<file path="src/rtl/decode_stage.sv">
// Decode stage: splits instruction fields, reads the integer register file and builds the
// sign-extended immediate, presenting the bundle to execute as one registered valid/ready stage.
module decode_stage #(
    parameter int XLEN  = 32,
    parameter int ILEN  = 32,
    parameter int NREGS = 32
) (
    input  logic            clk,
    input  logic            rst_n,
    input  logic            in_valid,
    output logic            in_ready,
    input  logic [ILEN-1:0] inst,
    input  logic [ILEN-1:0] pc_in,
    input  logic            flush,
    input  logic            wb_en,
    input  logic [4:0]      wb_rd,
    input  logic [XLEN-1:0] wb_data,
    output logic            out_valid,
    input  logic            out_ready,
    output logic [6:0]      opcode,
    output logic [2:0]      func3,
    output logic [6:0]      func7,
    output logic [4:0]      rd,
    output logic [XLEN-1:0] valA,
    output logic [XLEN-1:0] valB,
    output logic [XLEN-1:0] valC,
    output logic [ILEN-1:0] pc,
    output logic            decode_fault
);

    localparam logic [6:0] OP_LOAD   = 7'b0000011;
    localparam logic [6:0] OP_STORE  = 7'b0100011;
    localparam logic [6:0] OP_OP     = 7'b0110011;
    localparam logic [6:0] OP_OPIMM  = 7'b0010011;
    localparam logic [6:0] OP_LUI    = 7'b0110111;
    localparam logic [6:0] OP_AUIPC  = 7'b0010111;
    localparam logic [6:0] OP_JAL    = 7'b1101111;
    localparam logic [6:0] OP_JALR   = 7'b1100111;
    localparam logic [6:0] OP_BRANCH = 7'b1100011;

    function automatic logic is_supported(input logic [6:0] op);
        case (op)
            OP_LOAD, OP_STORE, OP_OP, OP_OPIMM, OP_LUI,
            OP_AUIPC, OP_JAL, OP_JALR, OP_BRANCH: is_supported = 1'b1;
            default:                              is_supported = 1'b0;
        endcase
    endfunction

    // Unsupported opcodes yield a zero immediate; the format is built at 32 bits, then sign-extended.
    function automatic logic signed [XLEN-1:0] imm_gen(input logic [31:0] i);
        logic signed [31:0] v;
        v = '0;
        case (i[6:0])
            OP_OPIMM, OP_LOAD, OP_JALR: v = {{20{i[31]}}, i[31:20]};
            OP_STORE:                   v = {{20{i[31]}}, i[31:25], i[11:7]};
            OP_BRANCH:                  v = {{20{i[31]}}, i[7], i[30:25], i[11:8], 1'b0};
            OP_LUI, OP_AUIPC:           v = {i[31:12], 12'b0};
            OP_JAL:                     v = {{12{i[31]}}, i[19:12], i[20], i[30:21], 1'b0};
            default:                    v = '0;
        endcase
        imm_gen = XLEN'(v);
    endfunction

    logic [XLEN-1:0] r_regs [NREGS];

    logic            r_vld_p1;
    logic [6:0]      r_opcode_p1;
    logic [2:0]      r_func3_p1;
    logic [6:0]      r_func7_p1;
    logic [4:0]      r_rd_p1;
    logic [XLEN-1:0] r_vala_p1;
    logic [XLEN-1:0] r_valb_p1;
    logic [XLEN-1:0] r_valc_p1;
    logic [ILEN-1:0] r_pc_p1;
    logic            r_fault_p1;

    logic [4:0]      w_rs1_p0;
    logic [4:0]      w_rs2_p0;
    logic [XLEN-1:0] w_vala_p0;
    logic [XLEN-1:0] w_valb_p0;
    logic            w_fault_p0;
    logic            w_take_p0;

    assign w_rs1_p0 = inst[19:15];
    assign w_rs2_p0 = inst[24:20];

    // Same-edge writeback is forwarded so the captured bundle never sees a stale register.
    assign w_vala_p0 = (w_rs1_p0 == 5'd0)                   ? '0      :
                       (wb_en && (wb_rd == w_rs1_p0))       ? wb_data : r_regs[w_rs1_p0];
    assign w_valb_p0 = (w_rs2_p0 == 5'd0)                   ? '0      :
                       (wb_en && (wb_rd == w_rs2_p0))       ? wb_data : r_regs[w_rs2_p0];

    assign w_fault_p0 = (inst[1:0] != 2'b11) || !is_supported(inst[6:0]);
    assign in_ready   = !r_vld_p1 || out_ready;
    assign w_take_p0  = in_valid && in_ready;

    always_ff @(posedge clk or negedge rst_n) begin
        if (!rst_n) begin
            for (int k = 0; k < NREGS; k++) r_regs[k] <= '0;
        end else if (wb_en && (wb_rd != 5'd0)) begin
            r_regs[wb_rd] <= wb_data;
        end
    end

    // p0 -> p1: output register toward execute
    always_ff @(posedge clk or negedge rst_n) begin
        if (!rst_n) begin
            r_vld_p1    <= 1'b0;
            r_opcode_p1 <= '0;
            r_func3_p1  <= '0;
            r_func7_p1  <= '0;
            r_rd_p1     <= '0;
            r_vala_p1   <= '0;
            r_valb_p1   <= '0;
            r_valc_p1   <= '0;
            r_pc_p1     <= '0;
            r_fault_p1  <= 1'b0;
        end else if (flush) begin
            r_vld_p1 <= 1'b0;
        end else if (w_take_p0) begin
            r_vld_p1    <= 1'b1;
            r_opcode_p1 <= inst[6:0];
            r_func3_p1  <= inst[14:12];
            r_func7_p1  <= inst[31:25];
            r_rd_p1     <= inst[11:7];
            r_vala_p1   <= w_vala_p0;
            r_valb_p1   <= w_valb_p0;
            r_valc_p1   <= w_fault_p0 ? '0 : imm_gen(inst);
            r_pc_p1     <= pc_in;
            r_fault_p1  <= w_fault_p0;
        end else if (out_ready) begin
            r_vld_p1 <= 1'b0;
        end
    end

    assign out_valid    = r_vld_p1;
    assign opcode       = r_opcode_p1;
    assign func3        = r_func3_p1;
    assign func7        = r_func7_p1;
    assign rd           = r_rd_p1;
    assign valA         = r_vala_p1;
    assign valB         = r_valb_p1;
    assign valC         = r_valc_p1;
    assign pc           = r_pc_p1;
    assign decode_fault = r_fault_p1;

endmodule

</file>
<file path="config.mk">
export PLATFORM = sky130hd
export DESIGN_NAME = decode_stage
export DESIGN_NICKNAME = d
export VERILOG_FILES = /design/src/rtl/decode_stage.sv
export SDC_FILE = /design/constraint.sdc
export NUM_CORES = 2
export LEC_CHECK = 0
export ABC_CLOCK_PERIOD_IN_PS = 2100
export BUFFER_PORTS_ARGS = -buffer_cell sky130_fd_sc_hd__buf_2
export CORE_AREA = 2 2 454 456
export DETAILED_ROUTE_END_ITERATION = 12
export DIE_AREA = 0 0 456 458
export PLACE_DENSITY_LB_ADDON = 0.12
export SLEW_MARGIN = 30
export SYNTH_ARGS = -nofsm -noshare
export SYNTH_HDL_FRONTEND = slang
export SYNTH_SLANG_ARGS = --single-unit
</file>
<file path="constraint.sdc">
create_clock -name clk -period 2.1 [get_ports clk]
set_input_delay 0.105 -clock clk [delete_from_list [all_inputs] [get_ports clk]]
set_output_delay 0.105 -clock clk [all_outputs]
set_load 0.03 [all_outputs]
</file>
==> results.txt <==
Status = completed
Syn Area/Cell = 13.7 um2
Worst Max-Slew Pin Slew = 854 ps
Net Sw Frac = 29.7%
Post-route ant nets = 0
WL per Instance = 33.0 um
DR iter-0 viols = 3,157
Area occupied by multi-input gates = 29,500 um2
GP Congestion = 0.836
Worst min-delay path category = in -> reg
Logic pwr share = 20.9%
Fraction of layout cells with a size suffix above 1 = 47.4%
DRT Pass-1 Iters = 6
Final Hold Fails = 0
PwrDens = 926 nW/um2
Sequential share of power = 43.1%
Startpoint Class = input pin
Worst-Skew Late Latency = 800 ps
Delay-heaviest family, CP = buffers and inverters
Clock share of power = 36.0%
Hold_sp = wb_data[9]
Synthesized instance count = 4,435
Crit-path max cell delay = 540 ps
CTS root buf = clkbuf_16
Chip Width = 456 um
IO Pins = 260
Maximum VDD drop = 866 uV
RR Endpoint = valB[19]
Gr ovfl total = 0
Core Footprint = 204,000 um2
Final setup viols = 0
Area contributors post-synth = dfrtp_1, mux2_2, mux4_2, mux2i_1, nand2_1
CTS tree = done
Psw = 20.8 mW
Row count = 166
Final Net Count = 5,123
Clock Path Buffers = 3
Max Fclk = 499 MHz
Clock sinks = 1,176
Synth unique cells = 66
Global-route wire length before repair = 364,000 um
DP HPWL = 171,000 um
Post-synth top area cell = dfrtp_1
Leakage = 33.7 nW
CP required = 2750 ps
Worst Path Buf+Inv = 4
Internal power = 49.4 mW
Post-synth EDFFs = 0
Initial antenna violation count = 14
Vias in the first global route = 44,900
Port Buf Inserts = 259
Power Total = 70.2 mW
Slew margin rel. = 42.8%
Max Cap Violations = 0
Post-Syn Area = 60,900 um2
Worst r2r src = r_regs[403]
GRT Total Usage = 24.5%
Via density = 5.52
Cell Chain, Critical Path = dlygate4sd3_1 -> buf_2 -> buf_4 -> nor2b_1 -> and2_2 -> buf_12 -> a211o_1 -> nor4b_2 -> o21ai_1
Register area share after synthesis = 48.4%
Die height = 458 um
Synth Net Count = 4,542
Max Slew Vio Count = 0
Main synth FF type = dfrtp_1
DR vias = 43,100
# fillers = 19,600
Hold EP = r_regs[137]
Part of the cycle the worst path needs = 95.5%
H-tree depth = 4
Area delta synth->final = 24.6%
WP data arrival = 2650 ps
RSZ-0062 raised after global routing = false
Ys async rst share = 100%
DRC = 0
Synth Register Bits = 1,176
Synthesis Warnings = 0
Period minus WS final = 2000 ps
Hold_ws = 47.4 ps
Total CTS buffers = 145
Clock transition at path regs = 50 ps
Largest net degree at the start of global routing = 82
Critical Path End Type = flip-flop
CP Max Fanout = 14
Register-to-Register Path Depth = 6
Initial Util = 29.9%
Flop-to-flop setup slack = 160 ps
Clk_skew = 22.4 ps
Share of the synthesized area in the top cell type = 48.4%
Hold path cells = 2
Die area = 209,000 um2
Register area = 29,400 um2
Crit-path slowest cell = dlygate4sd3_1
Setup Crit Path Kind = in -> reg
Final wirelength = 258,000 um
==> repair_timing <==
action,in CTS,in global routing
resized for setup,0,3
hold buffers,125,1
endpoints found under the hold margin,2007,7
pin swaps,1,1
buffers inserted,3,2
setup endpoints to repair,7,3
==> worst register-to-register path: stages, from the launching register on <==
cell       delay, ps
dfrtp_1          390
mux4_2           480
a22oi_1          200
nand2_1           70
a2111oi_0        460
buf_4            180
o21ai_1           50
==> per-layer routing <==
metal,global-route usage [%],vias to the layer above,part of all wire [%]
met5,0,-,0.0027
met4,8.27,2,3.6
met2,41.3,1337,49
met1,32.3,23400,43
met3,3.53,369,4.7
li1,-,18000,-
==> cells in the mapped netlist, drive strengths merged (5+ instances only) <==
library cell     n
buf            163
dfrtp         1176
nor3            19
clkbuf         304
nor3b            7
a211oi          14
o211ai          29
nand2b           8
a2bb2oi         20
or3              5
inv             10
nand4           21
nor2b           10
o311ai          12
a22oi          107
a221oi           8
nand3           48
a21oi           32
nor2            53
nand2          367
xnor2            6
mux2           953
a22o            15
a211o           29
and2             8
nor4b           24
o21ai          136
mux2i          288
mux4           404
nand3b           5
o22ai          107
==> registers in the layout, indices dropped and copies added, names as in the netlist <==
register	flops
out_valid	1
rd	5
r_regs	1024
pc	32
valC	32
valA	32
func3	3
opcode	7
func7	7
valB	32
decode_fault	1
==> placed cells by master, fill, tap and decap left out, types with 17 or more instances in the layout <==
| cell type | n |
|---|---|
| clkbuf_8 | 32 |
| nand3_1 | 46 |
| buf_2 | 252 |
| dlygate4sd3_1 | 125 |
| o21ai_0 | 112 |
| buf_4 | 335 |
| a21oi_1 | 31 |
| clkinv_2 | 17 |
| a211o_1 | 29 |
| o211ai_1 | 29 |
| nand2_1 | 350 |
| a22oi_1 | 107 |
| nor2_1 | 33 |
| mux2_2 | 953 |
| dfrtp_1 | 1176 |
| clkbuf_1 | 36 |
| a2bb2oi_1 | 20 |
| mux4_2 | 404 |
| buf_12 | 184 |
| nor2_4 | 19 |
| nor3_1 | 19 |
| clkbuf_16 | 149 |
| nand4_1 | 21 |
| mux2i_1 | 288 |
| o21ai_1 | 23 |
| o22ai_1 | 107 |
==> worst max path at each step <==
stage | from | end | slack, ps | cells after the start
2_1_floorplan | out_valid | func7[6] | 50 | 6
3_3_place_gp | wb_rd[3] | r_regs[472] | -390 | 5
3_5_place_dp | inst[15] | valA[23] | -140 | 8
4_1_cts | out_valid | pc[31] | 90 | 7
5_1_grt | r_regs[493] | valB[13] | 50 | 6
6_report | inst[19] | valA[23] | 100 | 9
==> metrics by stage <==
step	setup WS [ps]	util, %	TNS [ps]	std cells	instance area, um2
2_1_floorplan	54.6	-	0	4435	60900
3_3_place_gp	-387	34.3	-35350	7426	69800
3_5_place_dp	-141	34.3	-1630	7426	69800
4_1_cts	91.8	37.2	0	7805	75800
5_1_grt	47.7	37.2	0	7808	75800
6_report	95.4	37.2	0	7812	75800
==> power groups by stage <==
stage               Sequential [mW]  Clock [mW]  Combinational (mW)
detailed placement             30.6           0                14.5
global route                   30.8        26.8                15.7
floorplan                      30.0           0                9.11
global placement               30.5           0                14.4
CTS                            30.2        25.9                14.8
finish                         30.3        25.3                14.7
==> cell families after synthesis <==
family	share of synthesized area, %
AOI/OAI and AO/OA	5.87
muxes	37.3
DFF	48.4
and+or+nand+nor	4.58
xor gates and xnor gates	0.144
buffers and inverters	3.72
==> area by class of cell <==
cell class,count,area share [%]
tap,2688,4.44
timing repair buffer,901,11.6
antenna,4,0.0132
clock inverter,34,0.472
sequential,1176,38.8
inverter,10,0.0495
multi-input combinational,2782,38.9
clock buffer,217,5.68
Power figures use the tool's default switching activity.
